[config.mk]
export PLATFORM = sky130hd
export DESIGN_NAME = cpu_step_controller
export DESIGN_NICKNAME = d
export VERILOG_FILES = /design/src/rtl/cpu_step_controller.sv
export SDC_FILE = /design/constraint.sdc
export NUM_CORES = 1
export LEC_CHECK = 0
export BUFFER_PORTS_ARGS = -buffer_cell sky130_fd_sc_hd__buf_2
export CAP_MARGIN = 20
export CORE_MARGIN = 2
export CORE_UTILIZATION = 33
export CTS_CLUSTER_SIZE = 40
export DETAILED_ROUTE_END_ITERATION = 6
export MAX_ROUTING_LAYER = met4
export PLACE_DENSITY = 0.63
export SLEW_MARGIN = 20
export SYNTH_ARGS = -nofsm -noshare
export SYNTH_HDL_FRONTEND = slang
export SYNTH_SLANG_ARGS = --single-unit
[constraint.sdc]
create_clock -name clk -period 2.6 [get_ports clk]
set_clock_uncertainty 0.15 [all_clocks]
set_input_delay 0.65 -clock clk [delete_from_list [all_inputs] [get_ports clk]]
set_output_delay 0.65 -clock clk [all_outputs]
set_load 0.05 [all_outputs]
[src/rtl/cpu_step_controller.sv]
// cpu_step_controller: run-control for the ARMv4 core (reset sequencing, clock-enable gating, stepping, cycle count)
// Ports:
//   clk, rst              system clock (rising edge), asynchronous active-high reset
//   cmd_valid/cmd_ready   command handshake; accepted on an edge where both are high
//   cmd_op, cmd_count     00 HALT, 01 STEP (cmd_count cycles), 10 RUN, 11 RESET_CORE
//   core_en, core_rst     clock enable and active-high reset driven to the processor
//   busy, done            stepping/running; one-cycle pulse when a step finishes or is halted
//   cmd_err               sticky: STEP/RUN offered while busy
//   remaining             steps left including the current cycle
//   cycle_count           saturating count of cycles with core_en high
module cpu_step_controller #(
    parameter int CNT_W    = 16,
    parameter int CYC_W    = 32,
    parameter int RST_HOLD = 4
) (
    input  logic             clk,
    input  logic             rst,
    input  logic             cmd_valid,
    output logic             cmd_ready,
    input  logic [1:0]       cmd_op,
    input  logic [CNT_W-1:0] cmd_count,
    output logic             core_en,
    output logic             core_rst,
    output logic             busy,
    output logic             done,
    output logic             cmd_err,
    output logic [CNT_W-1:0] remaining,
    output logic [CYC_W-1:0] cycle_count
);
    localparam int HW = RST_HOLD > 0 ? $clog2(RST_HOLD + 1) : 1;
    localparam logic [1:0] OP_HALT  = 2'b00;
    localparam logic [1:0] OP_STEP  = 2'b01;
    localparam logic [1:0] OP_RUN   = 2'b10;
    localparam logic [1:0] OP_RESET = 2'b11;

    typedef enum logic [1:0] {RST_HOLD_S, HALT_S, STEP_S, RUN_S} state_t;

    state_t           state;
    logic [HW-1:0]    hold;
    logic             accept;
    logic [CYC_W-1:0] cyc_inc;

    assign cmd_ready = state != RST_HOLD_S;
    // core_en is high exactly while in STEP_S or RUN_S
    assign busy      = core_en;
    assign accept    = cmd_valid & cmd_ready;
    assign cyc_inc   = &cycle_count ? cycle_count : cycle_count + CYC_W'(1);

    always_ff @(posedge clk or posedge rst) begin
        if (rst) begin
            state       <= RST_HOLD_S;
            hold        <= HW'(RST_HOLD);
            core_rst    <= 1'b1;
            core_en     <= 1'b0;
            done        <= 1'b0;
            cmd_err     <= 1'b0;
            remaining   <= '0;
            cycle_count <= '0;
        end else begin
            done <= 1'b0;
            case (state)
                RST_HOLD_S: begin
                    if (hold == '0) begin
                        core_rst <= 1'b0;
                        state    <= HALT_S;
                    end else begin
                        hold <= hold - HW'(1);
                    end
                end
                HALT_S: begin
                    if (accept) begin
                        case (cmd_op)
                            OP_STEP: begin
                                if (cmd_count != '0) begin
                                    core_en   <= 1'b1;
                                    remaining <= cmd_count;
                                    state     <= STEP_S;
                                end else begin
                                    done <= 1'b1;
                                end
                            end
                            OP_RUN: begin
                                core_en <= 1'b1;
                                state   <= RUN_S;
                            end
                            OP_RESET: begin
                                core_rst    <= 1'b1;
                                hold        <= HW'(RST_HOLD);
                                cycle_count <= '0;
                                state       <= RST_HOLD_S;
                            end
                            default: ;
                        endcase
                    end
                end
                default: begin
                    // every edge spent in STEP_S/RUN_S is an enabled cycle, including a HALT edge
                    cycle_count <= cyc_inc;
                    if (accept && cmd_op == OP_HALT) begin
                        core_en   <= 1'b0;
                        remaining <= '0;
                        done      <= 1'b1;
                        state     <= HALT_S;
                    end else if (accept && cmd_op == OP_RESET) begin
                        core_en     <= 1'b0;
                        remaining   <= '0;
                        core_rst    <= 1'b1;
                        hold        <= HW'(RST_HOLD);
                        cycle_count <= '0;
                        state       <= RST_HOLD_S;
                    end else begin
                        if (accept) cmd_err <= 1'b1;
                        if (state == STEP_S) begin
                            remaining <= remaining - CNT_W'(1);
                            if (remaining == CNT_W'(1)) begin
                                core_en <= 1'b0;
                                done    <= 1'b1;
                                state   <= HALT_S;
                            end
                        end
                    end
                end
            endcase
        end
    end
endmodule

* After elaboration in Yosys (flattened, before gate mapping)
Cells that the tools add are included.
** Operators by class
- Shift-type cells :: 0
- Reductions and logical operators :: 21
- Multiply operators :: 0
- Bitwise operators :: 5
- Magnitude comparators :: 0
- Multiplexer cells :: 50
- Div/mod/pow operators :: 0
- Equal/unequal tests :: 16
- $add $sub $neg :: 3
** Operators with widths (count)
- 32-bit two-way mux :: 5
- 16-bit two-way mux :: 6
- 32-bit one-hot mux with 2 select lines :: 1
- 32-bit by 1-bit adder with 32-bit output (second input constant) :: 1
- 16-bit one-hot mux with 2 select lines :: 1
- 32-bit AND reduction :: 1
- 1-bit two-way mux :: 18
- 16-bit by 1-bit == test with 1-bit output (second input constant) :: 1
- 16-bit nonzero test :: 1
- 16-bit by 1-bit subtractor with 16-bit output (second input constant) :: 1
- 3-bit two-way mux :: 5
- 5-bit AND reduction :: 3
- 2-bit two-way mux :: 7
- 6-bit AND reduction :: 2
- 2-bit inequality test (second input constant) :: 5
- 5-bit nonzero test :: 2
- 1-bit one-hot mux with 2 select lines :: 4
- 4-bit nonzero test :: 2
- 2-bit == test (second input constant) :: 3
- 3-bit by 1-bit inequality test with 1-bit output (second input constant) :: 2
- 2-bit one-hot mux with 3 select lines :: 1
- 3-bit one-hot mux with 2 select lines :: 1
- 2-bit by 1-bit == test with 1-bit output (second input constant) :: 2
- 2-bit zero test :: 2
- 14 further kinds :: 18
** Word-level totals
- Memory bits (read-only) :: 0
- Bits in latches :: 0
- Input bits :: 21
- Output and inout bits :: 54
- Memories :: 0
- Register bits :: 57
- Bits in writable memories :: 0

* Longest topological paths before layout
- Depth after elaboration :: 6
- Depth in mapped cells :: 9
- Mapped depth without buffers :: 7

* Worst setup path before layout
Ideal clock, no wire load.
- Path kind :: input port to flip-flop
- Start point :: in cmd_op[0]
- End point :: reg state[0]
- Data required time :: 2.325 ns
- Cell stages on the path :: 6
- Data arrival time :: 2.239 ns
- Buffers on the path :: 0
- Setup time :: 0.125 ns
- Setup slack :: 0.087 ns
- Cells stage by stage :: ha_1 -> or2_2 -> a21oi_1 -> a31oi_1 -> o211ai_1 -> mux2_2
** On the way
- Longest elaborated chain between the ends :: 5
- Elaborated cells between the ends (all ways) :: 16
- Those cells by class :: 5 x eq/ne; 5 x mux; 6 x reduce/logical
** RTL lines
- start: declaration :: line 20 : input logic [1:0] cmd_op,
- 2-bit == test :: line 72, 104
- 1-bit logical AND :: line 104 : end else if (accept && cmd_op == OP_RESET) begin
- 2-bit two-way mux :: line 104
- 2-bit two-way mux :: line 99 : if (accept && cmd_op == OP_HALT) begin
- 2-bit one-hot mux with 2 select lines :: line 61 : case (state)
- end signal: assignment :: line 65 : state <= HALT_S;
- end signal: assignment :: line 103 : state <= HALT_S;
- end signal: assignment :: line 110 : state <= RST_HOLD_S;
- end: declaration :: line 38 : state_t state;
Parallel ways exist; a longest one is shown, timed or not. The select of a mux whose other input is x is not followed.
A chain may end at the register's enable or synchronous reset.

* Final worst setup path
- Start point :: reg state[1]
- End point :: reg remaining[0]
** On the way
- Longest elaborated chain between the ends :: 6
- Elaborated cells between the ends (all ways) :: 16
- Those cells by class :: 5 x eq/ne; 3 x mux; 2 x bitwise; 6 x reduce/logical
** RTL lines
- start signal: assignment :: line 51 : state <= RST_HOLD_S;
- start signal: assignment :: line 65
- start signal: assignment :: line 77 : state <= STEP_S;
- 2-bit nonzero test :: line 43 : assign cmd_ready = state != RST_HOLD_S;
- 1-bit AND :: line 46 : assign accept = cmd_valid & cmd_ready;
- 1-bit logical AND :: line 104
- 16-bit two-way mux :: line 104
- 16-bit two-way mux :: line 99
- 16-bit one-hot mux with 2 select lines :: line 61
- end signal: assignment :: line 76 : remaining <= cmd_count;
- end signal: assignment :: line 114 : remaining <= remaining - CNT_W'(1);
- end: declaration :: line 27 : output logic [CNT_W-1:0] remaining,
Parallel ways exist; a longest one is shown, timed or not.

==> summary.md <==
| Metric | Value |
|---|---|
| Worst Path Required | 2.73 ns |
| CP Capture Type | flip-flop |
| Outcome | finished, final reports clean |
| Post-layout util | 41.7% |
| Max Fclk | between 400 and 500 MHz |
| Area Overhead vs Synth | 23.8% |
| # rows | 38 |
| Final setup viols | 0 |
| Top-area cell type share of the netlist area | 38.0% |
| Final slew viol count | 0 |
| Largest family of logic cells by synthesized area | simple AND/OR/NAND/NOR gates |
| Synth Area in Adders | 4.15% |
| Vias/cell | around 5.5 |
| Max-cap violation count | 0 |
| Total Power | ~4.7 mW |
| Final hold viol count | 0 |
| Post-synth design cell area | 0.00362 mm2 |
| Core area | 0.0107 mm2 |
| Simple-gate area share of the yosys netlist | 27.2% |
| Ys async rst share | 100% |
| GP Congestion | 0.920 |
| Reg2reg end | remaining[0] |
| FF-to-FF Start | state[1] |
| Clock tree sinks | 57 |
| Drt initial violations | approximately 210 |
| CTS Root Cell | clkbuf_8 |
| Pwr dens | 1040 mW/mm2 |
| R2R Setup Slk | 0.19 ns |
| Remaining DRCs | 0 |
| CTS tree | built |
| First-pass GRT wire length | approximately 17000 um |
| Synth Flop Type | dfrtp_1 |
| Post-synthesis sequential area ratio | 39.5% |
| # fillers | 1102 |
| GR Overflow Total | 0 |
| Initial antenna violation count | 0 |
| Placed wire-length estimate | roughly 7000 um |
| # diodes | 0 |
| Nets | 533 |
| Proportion of layout cells with a drive suffix above 1 | 27.5% |
| WL/cell | between 15 and 20 um |
| Vias in the first global route | 3333 |
| Peak VDD IR | 0.000722 V |
| Largest net degree at the start of global routing | 58 |
| Worst skew pair latency | 0.36 ns |
| Vias | ~3600 |
| Syn Nets | 442 |
| # IOs | 75 |
| Starting Density | 33.7% |
| Worst slew margin | 70.9% |
| Commonest non-fill, non-tap cells in the layout | buf_2 (74), dfrtp_1 (55), nand2_1 (30) |
| Total track usage | around 18% |
| Die Y | around 110 um |
| Commonest non-fill, non-tap cell in the layout | buf_2 |
| CTS buffer count | 9 |
| Synth Register Bits | 57 |
| Router iterations before antenna repair | 5 |
| Port Buf Inserts | 74 |
| Synth top area cells | dfrtp_1 (38%), ha_1 (4.1%), nand3_1 (3.7%), o2bb2ai_1 (3.6%), a21oi_1 (3.2%) |
| Synth cell types | 58 |
| Die area | 0.0118 mm2 |
| Post-Synth XOR/XNOR Area | about 2.7% |
| Worst-margin pin slew | 0.429 ns |
| YS warnings | 0 |
| RSZ-0062 raised after global routing | true |
| Final instance area | 0.00448 mm2 |
| Cell accounting for the most synthesized area | dfrtp_1 |
| Final Cycle Share | 92.7% |
| Final hold slack | 0.193 ns |
| Leakage Power | 2.02 nW |
| Post-Syn Instances | 409 |
| Final wirelength | 10000 um |
| CP arrival | roughly 2.5 ns |
| Clock Tree Buf Depth | 2 |
| Count of non-filler cells in the finished layout | 645 |
| DRT antenna net count | 0 |
| Syn Area/Cell | 8.85 um2 |
| Worst reg-to-reg path cell count | 9 |
| Number of enable flip-flop cells after synthesis | 0 |
| Synth Area in Compound Gates | 19.7% |
| Hold crit path type | in2async |
| Die width | about 110 um |
| CTS HTree Levels | 3 |
| Post-DP Area | approximately 0.0043 mm2 |
| Crit start category | flip-flop |
| Placed cells | 627 |
| Post-synthesis mux area share | 2.25% |
| Worst-path clk slew | 0.08 ns |
| CP max FO | 18 |
| Post-route minimum period | 2.41 ns |
| Worst Setup Path Type | reg2reg |
[repair_timing]
item / 4_1_cts / 5_1_grt
endpoints found under the hold margin: 0 / 0
gates resized for setup: 0 / 1
setup buffers: 0 / 2
setup endpoints to repair: 0 / 4
hold buffers: 0 / 0
[metal layers]
metal	routed length [um]	vias up	track usage (%)
li1	-	1716	-
met1	4640	1731	23.3
met2	4630	110	28.4
met3	567	16	4.06
met4	185	0	6.87
met5	0	-	-
[report_power, final]
part,internal (mW),total [mW],switching [mW]
Sequential,1.10,1.36,0.262
Clock,0.370,0.775,0.405
Combinational,0.858,2.54,1.68
Total,2.33,4.68,2.35
[how the worst max path moves through the flow]
stage	from	to	slack (ns)	cells after the start
after global routing	state[1]	remaining[0]	-0.0002	9
after CTS	state[1]	remaining[0]	0.16	9
after detailed placement	cmd_op[0]	cycle_count[28]	0.006	7
final	state[1]	remaining[0]	0.19	9
after floorplan	cmd_op[0]	state[0]	0.09	6
after global placement	cmd_op[0]	cycle_count[26]	0.03	7
[synth_stat cells (all sizes together), types with 5 or more instances]
cell type / count
a21oi: 27
a22oi: 7
and3: 8
buf: 8
clkbuf: 14
dfrtp: 55
ha: 12
inv: 16
mux2i: 7
nand2: 30
nand2b: 9
nand3: 29
nand4: 14
nor2: 28
nor3: 11
nor4: 19
o211ai: 5
o21ai: 23
o2bb2ai: 15
o31ai: 6
or3: 11
or4: 5
xnor2: 8
[worst max-delay path: stages, from the launching register on]
cell     delay (ns)
dfrtp_1        0.38
inv_1          0.09
ha_2           0.23
or4b_1         0.43
nor3_1         0.19
nand4_2        0.15
buf_4          0.24
nand2_1        0.10
buf_4          0.15
mux2i_1        0.20
[cell type report]
type	instances	area [um2]	share of cell area [%]
multi-input combinational	314	2030	45.3
clock inverter	6	43.8	0.977
timing repair buffer	102	606	13.5
clock buffer	10	138	3.07
sequential	57	1430	31.9
inverter	16	60.1	1.34
tap	140	175	3.91
[metrics by stage]
step / setup WS (ns) / setup TNS [ns]
detailed placement: 0.00553 / 0
floorplan: 0.0867 / 0
global route: -0.000246 / -0.000246
CTS: 0.156 / 0
global placement: 0.0275 / 0
finish: 0.189 / 0
[flip-flops by register name, summed over array words and instances, names as in the netlist]
signal,count
cmd_err,1
cycle_count,32
done,1
busy,1
state,2
hold,3
remaining,16
core_rst,1
[cells by family after synthesis]
kind of cell,count (synthesis)
mux,8
fa+ha+maj,12
compound gates,103
xor+xnor,11
buf+inv,38
flops,57
simple gates,180
(Power assumes the default switching activity.)
